==> src/rtl/counter_nb.sv <==
// counter_nb: loadable up/down counter with cascade carry-in and registered
// ripple-carry/borrow and load-acknowledge pulses.
//
// Build option: define COUNTER_NB_SAT_EN to saturate instead of wrapping.
// Without the macro, every count mode wraps modulo 2^WIDTH.
//
// Parameters
//   WIDTH   counter width in bits (2..32)
//   STEP    decrement amount used by mode 10 (1..2^WIDTH-1)
//
// Ports
//   clk      single clock, rising edge
//   RESET_N  asynchronous active-low reset (clears Q, RCO, LOAD)
//   ENABLE   count/load enable
//   CIN      cascade carry-in, qualifies the count modes only
//   MODO     00 up, 01 down, 10 down-by-STEP, 11 load
//   D        parallel load data
//   Q        registered count value
//   RCO      registered ripple-carry/borrow pulse
//   LOAD     registered load-acknowledge pulse
//
// Cascading: the RCO of one stage drives the CIN of the next. Because RCO is
// registered, each stage sees the carry one edge after the lower stage wraps.

module counter_nb #(
    parameter int WIDTH = 8,
    parameter int STEP  = 3
) (
    input  logic             clk,
    input  logic             RESET_N,
    input  logic             ENABLE,
    input  logic             CIN,
    input  logic [1:0]       MODO,
    input  logic [WIDTH-1:0] D,
    output logic [WIDTH-1:0] Q,
    output logic             RCO,
    output logic             LOAD
);

    localparam logic [1:0] MODE_UP   = 2'b00;
    localparam logic [1:0] MODE_DOWN = 2'b01;
    localparam logic [1:0] MODE_STEP = 2'b10;
    localparam logic [1:0] MODE_LOAD = 2'b11;

    localparam logic [WIDTH:0] ONE_X  = {{WIDTH{1'b0}}, 1'b1};
    localparam logic [WIDTH:0] STEP_X = (WIDTH+1)'(STEP);

    // One extra bit on every result: bit WIDTH is the carry (up) or the
    // borrow (down) and doubles as the wrap/saturation flag.
    logic [WIDTH:0] sum_up;
    logic [WIDTH:0] diff_one;
    logic [WIDTH:0] diff_step;

    logic [WIDTH-1:0] next_q;
    logic             next_rco;
    logic             next_load;

    assign sum_up    = {1'b0, Q} + ONE_X;
    assign diff_one  = {1'b0, Q} - ONE_X;
    assign diff_step = {1'b0, Q} - STEP_X;

    always_comb begin
        next_q    = Q;
        next_rco  = 1'b0;
        next_load = 1'b0;
        if (ENABLE) begin
            if (MODO == MODE_LOAD) begin
                next_q    = D;
                next_load = 1'b1;
            end else if (CIN) begin
                unique case (MODO)
                    MODE_UP: begin
                        next_rco = sum_up[WIDTH];
`ifdef COUNTER_NB_SAT_EN
                        next_q   = sum_up[WIDTH] ? Q : sum_up[WIDTH-1:0];
`else
                        next_q   = sum_up[WIDTH-1:0];
`endif
                    end
                    MODE_DOWN: begin
                        next_rco = diff_one[WIDTH];
`ifdef COUNTER_NB_SAT_EN
                        next_q   = diff_one[WIDTH] ? '0 : diff_one[WIDTH-1:0];
`else
                        next_q   = diff_one[WIDTH-1:0];
`endif
                    end
                    MODE_STEP: begin
                        next_rco = diff_step[WIDTH];
`ifdef COUNTER_NB_SAT_EN
                        next_q   = diff_step[WIDTH] ? '0 : diff_step[WIDTH-1:0];
`else
                        next_q   = diff_step[WIDTH-1:0];
`endif
                    end
                    default: begin
                        next_q   = Q;
                        next_rco = 1'b0;
                    end
                endcase
            end
        end
    end

    always_ff @(posedge clk or negedge RESET_N) begin
        if (!RESET_N) begin
            Q    <= '0;
            RCO  <= 1'b0;
            LOAD <= 1'b0;
        end else begin
            Q    <= next_q;
            RCO  <= next_rco;
            LOAD <= next_load;
        end
    end

endmodule

==> config.mk <==
export PLATFORM = sky130hd
export DESIGN_NAME = counter_nb
export DESIGN_NICKNAME = d
export VERILOG_FILES = /design/src/rtl/counter_nb.sv
export SDC_FILE = /design/constraint.sdc
export NUM_CORES = 1
export LEC_CHECK = 0
export ABC_CLOCK_PERIOD_IN_PS = 1400
export BUFFER_PORTS_ARGS = -buffer_cell sky130_fd_sc_hd__clkbuf_2
export CAP_MARGIN = 20
export CORE_MARGIN = 1
export CORE_UTILIZATION = 47
export DETAILED_ROUTE_END_ITERATION = 8
export PLACE_DENSITY = 0.81
export SYNTH_ARGS = -nofsm -noshare
export SYNTH_HDL_FRONTEND = slang
export SYNTH_SLANG_ARGS = --single-unit
==> constraint.sdc <==
create_clock -name clk -period 1.4 [get_ports clk]
set_input_delay 0.14 -clock clk [delete_from_list [all_inputs] [get_ports clk]]
set_output_delay 0.14 -clock clk [all_outputs]
set_load 0.02 [all_outputs]
Yosys cells after proc, flatten, opt, wreduce, memory -nomap -nowiden
Index checks and enable logic that the tools add are counted.
{ "totals": {"ff_bits": 10, "latchBits": 0, "ramBits": 0, "rom_bits": 0, "input_bits": 14, "out_inout_bits": 10, "mem_count": 0} }
{ "op_classes": {"add_sub_neg": 3, "multipliers": 0, "n_div": 0, "n_lt_le_gt_ge": 0, "eq_ne": 3, "shift": 0, "mux": 9, "bitwise_logic": 0, "n_reduce_logical": 4} }
{ "op_table": {"columns": ["cell", "count"], "rows": [
  ["8-bit one-hot mux with 3 select lines", 1],
  ["8-bit two-way mux", 2],
  ["8-bit by 1-bit adder with 9-bit output, second input constant", 1],
  ["8-bit by 1-bit subtractor with 9-bit output, second input constant", 1],
  ["8-bit by 2-bit subtractor with 9-bit output, second input constant", 1],
  ["1-bit two-way mux", 5],
  ["2-bit == test, second input constant", 2],
  ["4-bit nonzero test", 1],
  ["1-bit one-hot mux with 3 select lines", 1],
  ["3-bit AND reduction", 1],
  ["2-bit by 1-bit == test with 1-bit output, second input constant", 1],
  ["2-bit zero test", 1],
  ["2-bit nonzero test", 1]
]} }

Logic depth before layout (Yosys ltp)
Gate-level depths: netlist of run 1.
{ "logic_depth": {"depth_word": 5, "depth_mapped": 8, "ltp_nobuf": 7} }

Worst setup path after synthesis of run 1
Ideal clock, no wire load.
{ "synth_path": {"path_type": "reg-to-reg", "startpoint": "reg Q[0]", "endpoint": "reg Q[4]", "setup_ns": 0.065, "arrival_ns": 1.632, "t_required_ns": 1.335, "slack_ns": -0.297, "path_stages_with_launch": 7, "path_buffers": 0, "cell_sequence": "dfrtp_1 ha_1 nand2b_1 a21oi_2 o21ai_1 a2111oi_2 a211o_1"} }
{ "synth_between": {"elab_chain_len": 4} }
{ "synth_rtl": {"columns": ["item", "line_no", "text"], "rows": [
  ["from (decl)", "35", "output logic [WIDTH-1:0] Q,"],
  ["from (signal assigned)", "111", "Q <= next_q;"],
  ["8-bit by 2-bit subtractor with 9-bit output (tied with other cells)", "60", "assign diff_step = {1'b0, Q} - STEP_X;"],
  ["8-bit one-hot mux with 3 select lines *", "71", "unique case (MODO)"],
  ["8-bit two-way mux *", "70", "end else if (CIN) begin"],
  ["8-bit two-way mux *", "67", "if (MODO == MODE_LOAD) begin"]
]} }
Every way passes the cells marked *; elsewhere a longest branch is shown, timed or not. The select of a mux whose other input is x is not followed.
A chain may end at the register's enable or synchronous reset.

Worst setup path after layout of run 1
Same ends and word-level chain as after synthesis.

==> flow_summary.toml, run 1 <==
[status]
status = "finished with violations"
violations = "negative setup slack"

[cts]
cts_tree = "done"
cts_root_buffer = "clkbuf_4"
htree_levels = 1
worstSkewPairLatency_ps = 270
cts_buffer_depth = 2
cts_sinks = 10
numCtsBuffers = 3
path_clk_slew_ps = 80

[floorplan]
die_y_um = 47.9
die-area_mm2 = 0.00229
die_x_um = 47.9
fp-row-count = 16
core_mm2 = 0.00196
initial_core_util = 0.504
ios = 24

[cells_and_area]
post-route-util = 0.829
synthToLayoutAreaGrowth_pct = 64.6
instances_no_fill = 204
drive_gt1_frac = 0.576
final_nets = 198
antennaDiodeCount = 0

[global_route]
grt_max_degree = 11
grt.total_usage = 0.355
grt_pass1_wl_um = 5480
antenna_found_initial = 0
grt_pass1_vias = 1170
grt_overflow = 0

[pwr]
leakage_nw = 0.731
power.density_mw_per_mm2 = 1390
power.total_mw = 2.26
ir_drop_uv = 1020

[critical_path]
cp_data_arrival_time_ps = 1800
cp.required_ps = 1560
crit_path_top_delay_cell = "dfrtp_2"
path_cells = "inv_2 > ha_4 > inv_1 > o21ai_2 > and4_4 > a2111oi_4 > a211o_1"
slowest_delay_ps = 450
crit_type = "reg -> reg"
path_max_fanout = 4
startpoint_type = "register"
end_kind = "register"

[timing]
final_hold_viol_count = 0
drv_slew = 0
setup_slack_ps = -240
fin_crit_sh = 1.17
setup_viol = 8
maxSlewHeadroom = 0.781
worstMarginPinSlew_ps = 325
finalSetupTns_ps = -1090
fmax_mhz = 610
rsz0062_at_grt = "yes"
skew_ps = 2.13
min_period_ps = 1640

[place]
finalWeightedCongestion = 0.945
place_inst = 193
port_buffers = 23
dp_slack_ps = -306
hpwl_um = 2340

[synthesis]
synthCells = 123
synth_area_leader_cell = "dfrtp_1"
synthTopCellsByArea = "dfrtp_1, ha_1, nor2_1, a21oi_1, o21ai_0"
yosys.area.top_type_share = 0.253
synth_edf_count = 0
avgSynthCellArea_um2 = 8.04
synth.cell_area_um2 = 988
syn-num-nets = 143
synth_seq_cells = 10
ys_warn_count = 0
yosys-top-cells-count = "nor2_1, nand2_1, dfrtp_1"
synth.distinct_cells = 41
synth.most_common_cell = "nor2_1"
yosysSeqAreaShare = 0.253
synth_ff_type = "dfrtp_1"
async_reset_ff_frac = 1.00

[drt]
ant_nets = 0
drt_iter0_drc = 59
wl_per_cell_um = 20.0
drc = 0
postRouteWirelength_um = 4080
firstDrtPassIters = 4
drt-vias-per-instance = 6.30
vias = 1285

[job]
timing.max_cap.violations = 0

[min_path]
min_path_type = "in -> reg"
metrics by stage:
step | hold WS (ps) | cell area (um2)
detailed placement | 34.9 | 1360
finish | 139 | 1630
global placement | 25.5 | 1360
floorplan | -156 | 1070
CTS | 112 | 1540
global route | 158 | 1630
sequential cells by signal, indices dropped and copies added (netlist names):
| name | flops |
|---|---|
| LOAD | 1 |
| Q | 8 |
| RCO | 1 |
layout by cell type, fill, tap and decap left out, types with 3 or more instances in the layout:
cell	count
o21ai_2	5
dfrtp_1	7
buf_4	28
a211oi_1	3
nand2_1	10
nor2_1	12
ha_4	4
buf_6	4
o21ai_1	3
clkbuf_2	23
clkbuf_4	3
inv_1	3
dfrtp_2	3
inv_2	3
a21oi_1	8
nand3_1	4
cells by family (layout without fill, tap and decap cells):
kind of cell / after synthesis / in the layout / share of synthesized area
DFF: 10 / 10 / 0.253
xor gates and xnor gates: 3 / 3 / 0.0266
AOI/OAI and AO/OA: 44 / 44 / 0.318
adders and majority gates: 6 / 6 / 0.0759
buffers and inverters: 15 / 69 / 0.104
and+or+nand+nor: 45 / 45 / 0.223
worst paths after layout:
path                       cells after the start  slack [ps]             start          endpoint
setup / recovery                               7        -240  Q[0]$_DFFE_PN0P_  Q[4]$_DFFE_PN0P_
hold / removal                                 3         140               CIN     RCO$_DFF_PN0_
setup reg to reg                               7        -240  Q[0]$_DFFE_PN0P_  Q[4]$_DFFE_PN0P_
hold reg to reg                                2         630  Q[1]$_DFFE_PN0P_  Q[1]$_DFFE_PN0P_
max in group asynchronous                      2         840           RESET_N  Q[0]$_DFFE_PN0P_
min in group asynchronous                      2         290           RESET_N  Q[3]$_DFFE_PN0P_
repair_timing:
item / 4_1_cts / 5_1_grt
gates resized for setup: 22 / 12
endpoints found under the setup margin: 6 / 9
hold endpoints to repair: 10 / 0
buffers inserted: 5 / 2
hold buffers: 1 / 0
pin swaps: 12 / 9
area by class of cell:
type / instances / area [um2]
clock buffer: 4 / 36.3
fill: 125 / 335
inverter: 7 / 28.8
multi-input combinational: 98 / 853
sequential: 10 / 254
tap: 27 / 33.8
timing repair buffer: 58 / 420
report_power, final:
part	total, mW	leakage, nW	switching, mW	internal, mW
Combinational	1.50	0.591	0.807	0.693
Sequential	0.488	0.119	0.122	0.366
Clock	0.275	0.0210	0.117	0.158
Total	2.26	0.731	1.05	1.22
worst max-delay path, delay by kind of cell (launching register included):
kind / cells / cell delay [ps]
AOI/OAI and AO/OA: 3 / 450
adders and majority gates: 1 / 180
buffers and inverters: 2 / 180
DFF: 1 / 450
and+or+nand+nor: 1 / 280
metal layers:
metal | track usage | vias up | share of wire
li1 | - | 573 | -
met2 | 0.595 | 74 | 0.53
met3 | 0.0491 | 20 | 0.057
met4 | 0.233 | 0 | 0.051
met5 | 0 | - | 0
met1 | 0.420 | 618 | 0.36
No activity file was read; power rests on OpenSTA's default activity.
==> inputs of run 2 (changes only) <==
==> config.mk (replaced) <==
export PLATFORM = sky130hd
export DESIGN_NAME = counter_nb
export DESIGN_NICKNAME = d
export VERILOG_FILES = /design/src/rtl/counter_nb.sv
export SDC_FILE = /design/constraint.sdc
export NUM_CORES = 1
export LEC_CHECK = 0
export ABC_CLOCK_PERIOD_IN_PS = 1700
export BUFFER_PORTS_ARGS = -buffer_cell sky130_fd_sc_hd__clkbuf_2
export CAP_MARGIN = 20
export CORE_MARGIN = 1
export CORE_UTILIZATION = 40
export DETAILED_ROUTE_END_ITERATION = 8
export PLACE_DENSITY = 0.7
export SYNTH_ARGS = -nofsm -noshare
export SYNTH_HDL_FRONTEND = slang
export SYNTH_SLANG_ARGS = --single-unit
==> constraint.sdc (replaced) <==
create_clock -name clk -period 1.7 [get_ports clk]
set_input_delay 0.17 -clock clk [delete_from_list [all_inputs] [get_ports clk]]
set_output_delay 0.17 -clock clk [all_outputs]
set_load 0.02 [all_outputs]
==> flow_summary.toml, run 2 (synthesis results as in run 1) <==
[critical_path]
startpoint_type = "register"
r2r_start = "Q[0]$_DFFE_PN0P_"
cp.required_ps = 1880
ff2ff_setup_slack_ps = 60
cp_data_arrival_time_ps = 1820
path_max_fanout = 5
r2r_end = "Q[4]$_DFFE_PN0P_"
crit_type = "reg -> reg"
reg2reg_depth = 7
end_kind = "register"

[status]
status = "finished clean"

[cells_and_area]
drive_gt1_frac = 0.333
synthToLayoutAreaGrowth_pct = 25.9
layout_common_cells = "clkbuf_2, buf_4, nor2_1, nand2_1"
instances_no_fill = 187
largest_reg_flops = 8
top_register = "Q"
largestRegisters = "Q (8), LOAD (1), RCO (1)"
layout_commonest_cell = "clkbuf_2"
antennaDiodeCount = 0
final_nets = 180
post-route-util = 0.547

[drt]
drt_iter0_drc = 46
drt-vias-per-instance = 5.87
ant_nets = 0
vias = 1098
postRouteWirelength_um = 2850
wl_per_cell_um = 15.2
firstDrtPassIters = 4
drc = 0

[timing]
min_period_ps = 1640
maxSlewHeadroom = 0.766
setup_slack_ps = 56.0
drv_slew = 0
fmax_mhz = 608
fin_crit_sh = 0.967
worstMarginPinSlew_ps = 352
final_hold_viol_count = 0
skew_ps = 3.79
setup_viol = 0

[floorplan]
initial_core_util = 0.434
core_mm2 = 0.00228
die_y_um = 51.7
die_x_um = 51.7
fp-row-count = 17
die-area_mm2 = 0.00267
ios = 24

[global_route]
grt.total_usage = 0.228
grt_max_degree = 11
antenna_found_initial = 0
grt_pass1_vias = 1006
grt_overflow = 0
grt_pass1_wl_um = 4500

[pwr]
ir_drop_uv = 666
power.density_mw_per_mm2 = 1130
leakage_nw = 0.589
power.total_mw = 1.41

[min_path]
hold_path_depth = 3
hp-start = "CIN"
min_path_type = "in -> reg"
min_to = "RCO$_DFF_PN0_"

[job]
timing.max_cap.violations = 0

[cts]
worstSkewPairLatency_ps = 290
cts_tree = "done"
numCtsBuffers = 3
cts_root_buffer = "clkbuf_4"
htree_levels = 1
cts_buffer_depth = 2
cts_sinks = 10
cts_setup_buffers = 0
path_clk_slew_ps = 80

[place]
port_buffers = 23
hpwl_um = 2100
dp_slack_ps = 32.2
finalWeightedCongestion = 0.925
place_inst = 182
==> run 2: changes by cell type in the layout (fill, tap and decap cells not counted), moves of 3 or more <==
cell / before / now
o21ai_0: 2 / 8
buf_6: 4 / 0
ha_4: 4 / 1
buf_4: 28 / 16
inv_2: 3 / 0
inv_1: 3 / 7
o21ai_2: 5 / 0
==> run 2: report_power, final <==
part           total, mW  leakage (nW)  internal (mW)  switching [mW]
logic              0.781         0.447          0.334           0.447
clock network      0.237        0.0210          0.131           0.106
registers          0.388         0.122          0.298          0.0899
==> run 2: area by class of cell <==
class	instances	area [um2]
fill	218	1030
multi-input combinational	98	651
sequential	10	251
timing repair buffer	40	245
clock buffer	4	36.3
tap	28	35.0
inverter	7	26.3
==> run 2: worst max path at each step <==
stage                     start          endpoint  slack (ps)  cells after the start
6_report       Q[0]$_DFFE_PN0P_  Q[4]$_DFFE_PN0P_          60                      7
5_1_grt        Q[0]$_DFFE_PN0P_  Q[4]$_DFFE_PN0P_         -20                      7
4_1_cts        Q[0]$_DFFE_PN0P_  Q[4]$_DFFE_PN0P_          20                      6
3_5_place_dp   Q[0]$_DFFE_PN0P_  Q[4]$_DFFE_PN0P_          30                      6
3_3_place_gp            MODO[0]  Q[3]$_DFFE_PN0P_          60                      8
2_1_floorplan  Q[0]$_DFFE_PN0P_  Q[4]$_DFFE_PN0P_           3                      6
==> run 2: layer usage <==
metal | up-vias | global-route usage | wire length [um] | part of all wire
li1 | 529 | - | - | -
met1 | 523 | 0.282 | 1260 | 0.44
met2 | 41 | 0.385 | 1380 | 0.49
met3 | 5 | 0.0731 | 170 | 0.060
met4 | 0 | 0.0495 | 32 | 0.011
met5 | - | 0 | 0 | 0
==> run 2: worst max-delay path: stages (launching register included) <==
cell and delay (ps):
dfrtp_2 450, inv_1 120, ha_2 220, inv_1 50, o21ai_1 150, and4_1 220
a2111oi_2 40, a211o_1 280
==> run 2: metrics by stage <==
stage / hold WS, ps / area (um2) / setup TNS, ps
after floorplan: -126 / 988 / 0
after global placement: 61.7 / 1180 / 0
after detailed placement: 63.5 / 1180 / 0
after CTS: 120 / 1230 / 0
after global routing: 149 / 1240 / -21.0
final: 113 / 1240 / 0
==> run 2: timing repair <==
item                       CTS  global route
gates resized for setup      0             5
hold endpoints to repair    10             0
setup endpoints to repair    0             2
hold buffers                 1             0
==> inputs of run 3 (changes only) <==
--- a/config.mk
+++ b/config.mk
@@ -11,7 +11,7 @@
 export CORE_MARGIN = 1
 export CORE_UTILIZATION = 40
 export DETAILED_ROUTE_END_ITERATION = 8
-export PLACE_DENSITY = 0.7
+export PLACE_DENSITY = 0.63
 export SYNTH_ARGS = -nofsm -noshare
 export SYNTH_HDL_FRONTEND = slang
 export SYNTH_SLANG_ARGS = --single-unit
==> flow_summary.toml, run 3 (synthesis results as in run 1) <==
[critical_path]
startpoint_type = "register"
reg2reg_depth = 7
path_cells = "inv_1 > ha_1 > nand2_1 > a21oi_2 > o21ai_1 > a2111oi_2 > a211o_1"
r2r_end = "Q[4]$_DFFE_PN0P_"
cp_data_arrival_time_ps = 1850
end_kind = "register"
path_max_fanout = 4
cp.required_ps = 1910
ff2ff_setup_slack_ps = 60
crit_buf_inv = 1
cpLargestDelayFamily = "compound AO/OA/AOI/OAI gates"
r2r_start = "Q[0]$_DFFE_PN0P_"
crit_path_top_delay_cell = "dfrtp_1"
slowest_delay_ps = 420
crit_type = "reg -> reg"

[cells_and_area]
final_nets = 181
largest_reg_flops = 8
antennaDiodeCount = 0
postLayoutCellArea_mm2 = 0.00123
synthToLayoutAreaGrowth_pct = 24.7
n_fill_cell = 235
instances_no_fill = 187
top_register = "Q"
layout_commonest_cell = "clkbuf_2"
largestRegisters = "Q (8), LOAD (1), RCO (1)"
drive_gt1_frac = 0.327
layout_common_cells = "clkbuf_2, buf_4, nor2_1, nand2_1, dfrtp_1"
post-route-util = 0.542

[drt]
wl_met2_um = 1260
drc = 0
postRouteWirelength_um = 2680
ant_nets = 0
wl_met3_um = 159
drt_iter0_drc = 24
met1_length_um = 1240
firstDrtPassIters = 4
highest_layer = "met4"
wl_per_cell_um = 14.3
drt-vias-per-instance = 5.63
vias = 1053

[place]
port_buffers = 23
finalWeightedCongestion = 0.950
placed_area_mm2 = 0.00117
place_inst = 181
dp_slack_ps = 10.7
hpwl_um = 1980

[global_route]
grt_overflow = 0
grt_max_degree = 11
grt_pass1_wl_um = 4540
antenna_found_initial = 0
grt_pass1_vias = 995
grt.total_usage = 0.229

[job]
timing.max_cap.violations = 0

[floorplan]
die_y_um = 51.7
ios = 24
die_x_um = 51.7
core_mm2 = 0.00228
fp-row-count = 17
initial_core_util = 0.434
die-area_mm2 = 0.00267

[pwr]
p_int_mw = 0.720
leakage_nw = 0.592
power.density_mw_per_mm2 = 1080
p_seq_frac = 0.282
power_switching_mw = 0.613
swShare = 0.460
p_clk_frac = 0.128
combPwrFrac = 0.590
ir_drop_uv = 681

[cts]
cts_root_buffer = "clkbuf_4"
htree_levels = 1
path_clk_slew_ps = 70
cts_buffer_depth = 2
numCtsBuffers = 3
cts_sinks = 10
worstSkewPairLatency_ps = 270
cts_tree = "done"

[timing]
min_period_ps = 1640
maxSlewHeadroom = 0.701
setup_slack_ps = 57.5
final_hold_viol_count = 0
drv_slew = 0
fmax_mhz = 609
worstMarginPinSlew_ps = 445
skew_ps = 4.41
fin_crit_sh = 0.966
setup_viol = 0
rsz0062_at_grt = "yes"

[status]
status = "finished clean"

[min_path]
min_path_type = "in -> reg"
hp-start = "CIN"
min_to = "RCO$_DFF_PN0_"
hold_path_depth = 3
-- run 3: changes by cell type in the layout (fill, tap and decap cells not counted), sizes merged --
cell	previous run	this run
clkbuf	27	26
buf	16	17
-- run 3: how the worst max path moves through the flow --
stage / from / end / slack, ps / cells past startpoint
2_1_floorplan: Q[0]$_DFFE_PN0P_ / Q[4]$_DFFE_PN0P_ / 3 / 6
3_3_place_gp: MODO[0] / Q[3]$_DFFE_PN0P_ / 80 / 8
3_5_place_dp: MODO[0] / Q[4]$_DFFE_PN0P_ / 10 / 8
4_1_cts: Q[0]$_DFFE_PN0P_ / Q[4]$_DFFE_PN0P_ / 20 / 6
5_1_grt: Q[0]$_DFFE_PN0P_ / Q[4]$_DFFE_PN0P_ / -40 / 7
6_report: Q[0]$_DFFE_PN0P_ / Q[4]$_DFFE_PN0P_ / 60 / 7
-- run 3: power groups by stage --
stage               sequential, mW  combinational, mW  clock [mW]
floorplan                    0.452              0.422           0
global placement             0.376              0.734           0
detailed placement           0.377              0.746           0
CTS                          0.374              0.754       0.176
global route                 0.385              0.868       0.189
finish                       0.376              0.786       0.170
-- run 3: final cells by class --
type / count / area (um2) / area share
Clock buffer: 3 / 22.5 / 0.0183
Inverter: 7 / 26.3 / 0.0213
Multi-Input combinational cell: 98 / 646 / 0.524
Sequential cell: 10 / 250 / 0.203
Tap cell: 28 / 35.0 / 0.0284
Timing Repair Buffer: 41 / 253 / 0.205
-- run 3: metrics by stage --
stage	TNS, ps	total power [mW]	hold slack (ps)
finish	0	1.33	113
CTS	0	1.30	107
detailed placement	0	1.12	70.8
floorplan	0	0.874	-126
global route	-43.7	1.44	133
global placement	0	1.11	63.8
-- run 3: routing by layer --
layer	track usage	up-vias
met2	0.372	38
met1	0.295	477
met4	0.0586	0
li1	-	534
met5	0	-
met3	0.0643	4
-- run 3: worst register-to-register path: cells and delay by family (launching register included) --
family / cells / cell delay, ps
compound gates: 4 / 780
fa+ha+maj: 1 / 210
buf+inv: 1 / 90
flops: 1 / 420
simple gates: 1 / 80
-- run 3: what timing repair did --
| action | 4_1_cts | 5_1_grt |
|---|---|---|
| endpoints found under the hold margin | 10 | 0 |
| endpoints found under the setup margin | 0 | 2 |
| gates resized for setup | 0 | 5 |
| hold buffers | 1 | 0 |
| setup buffers | 0 | 2 |
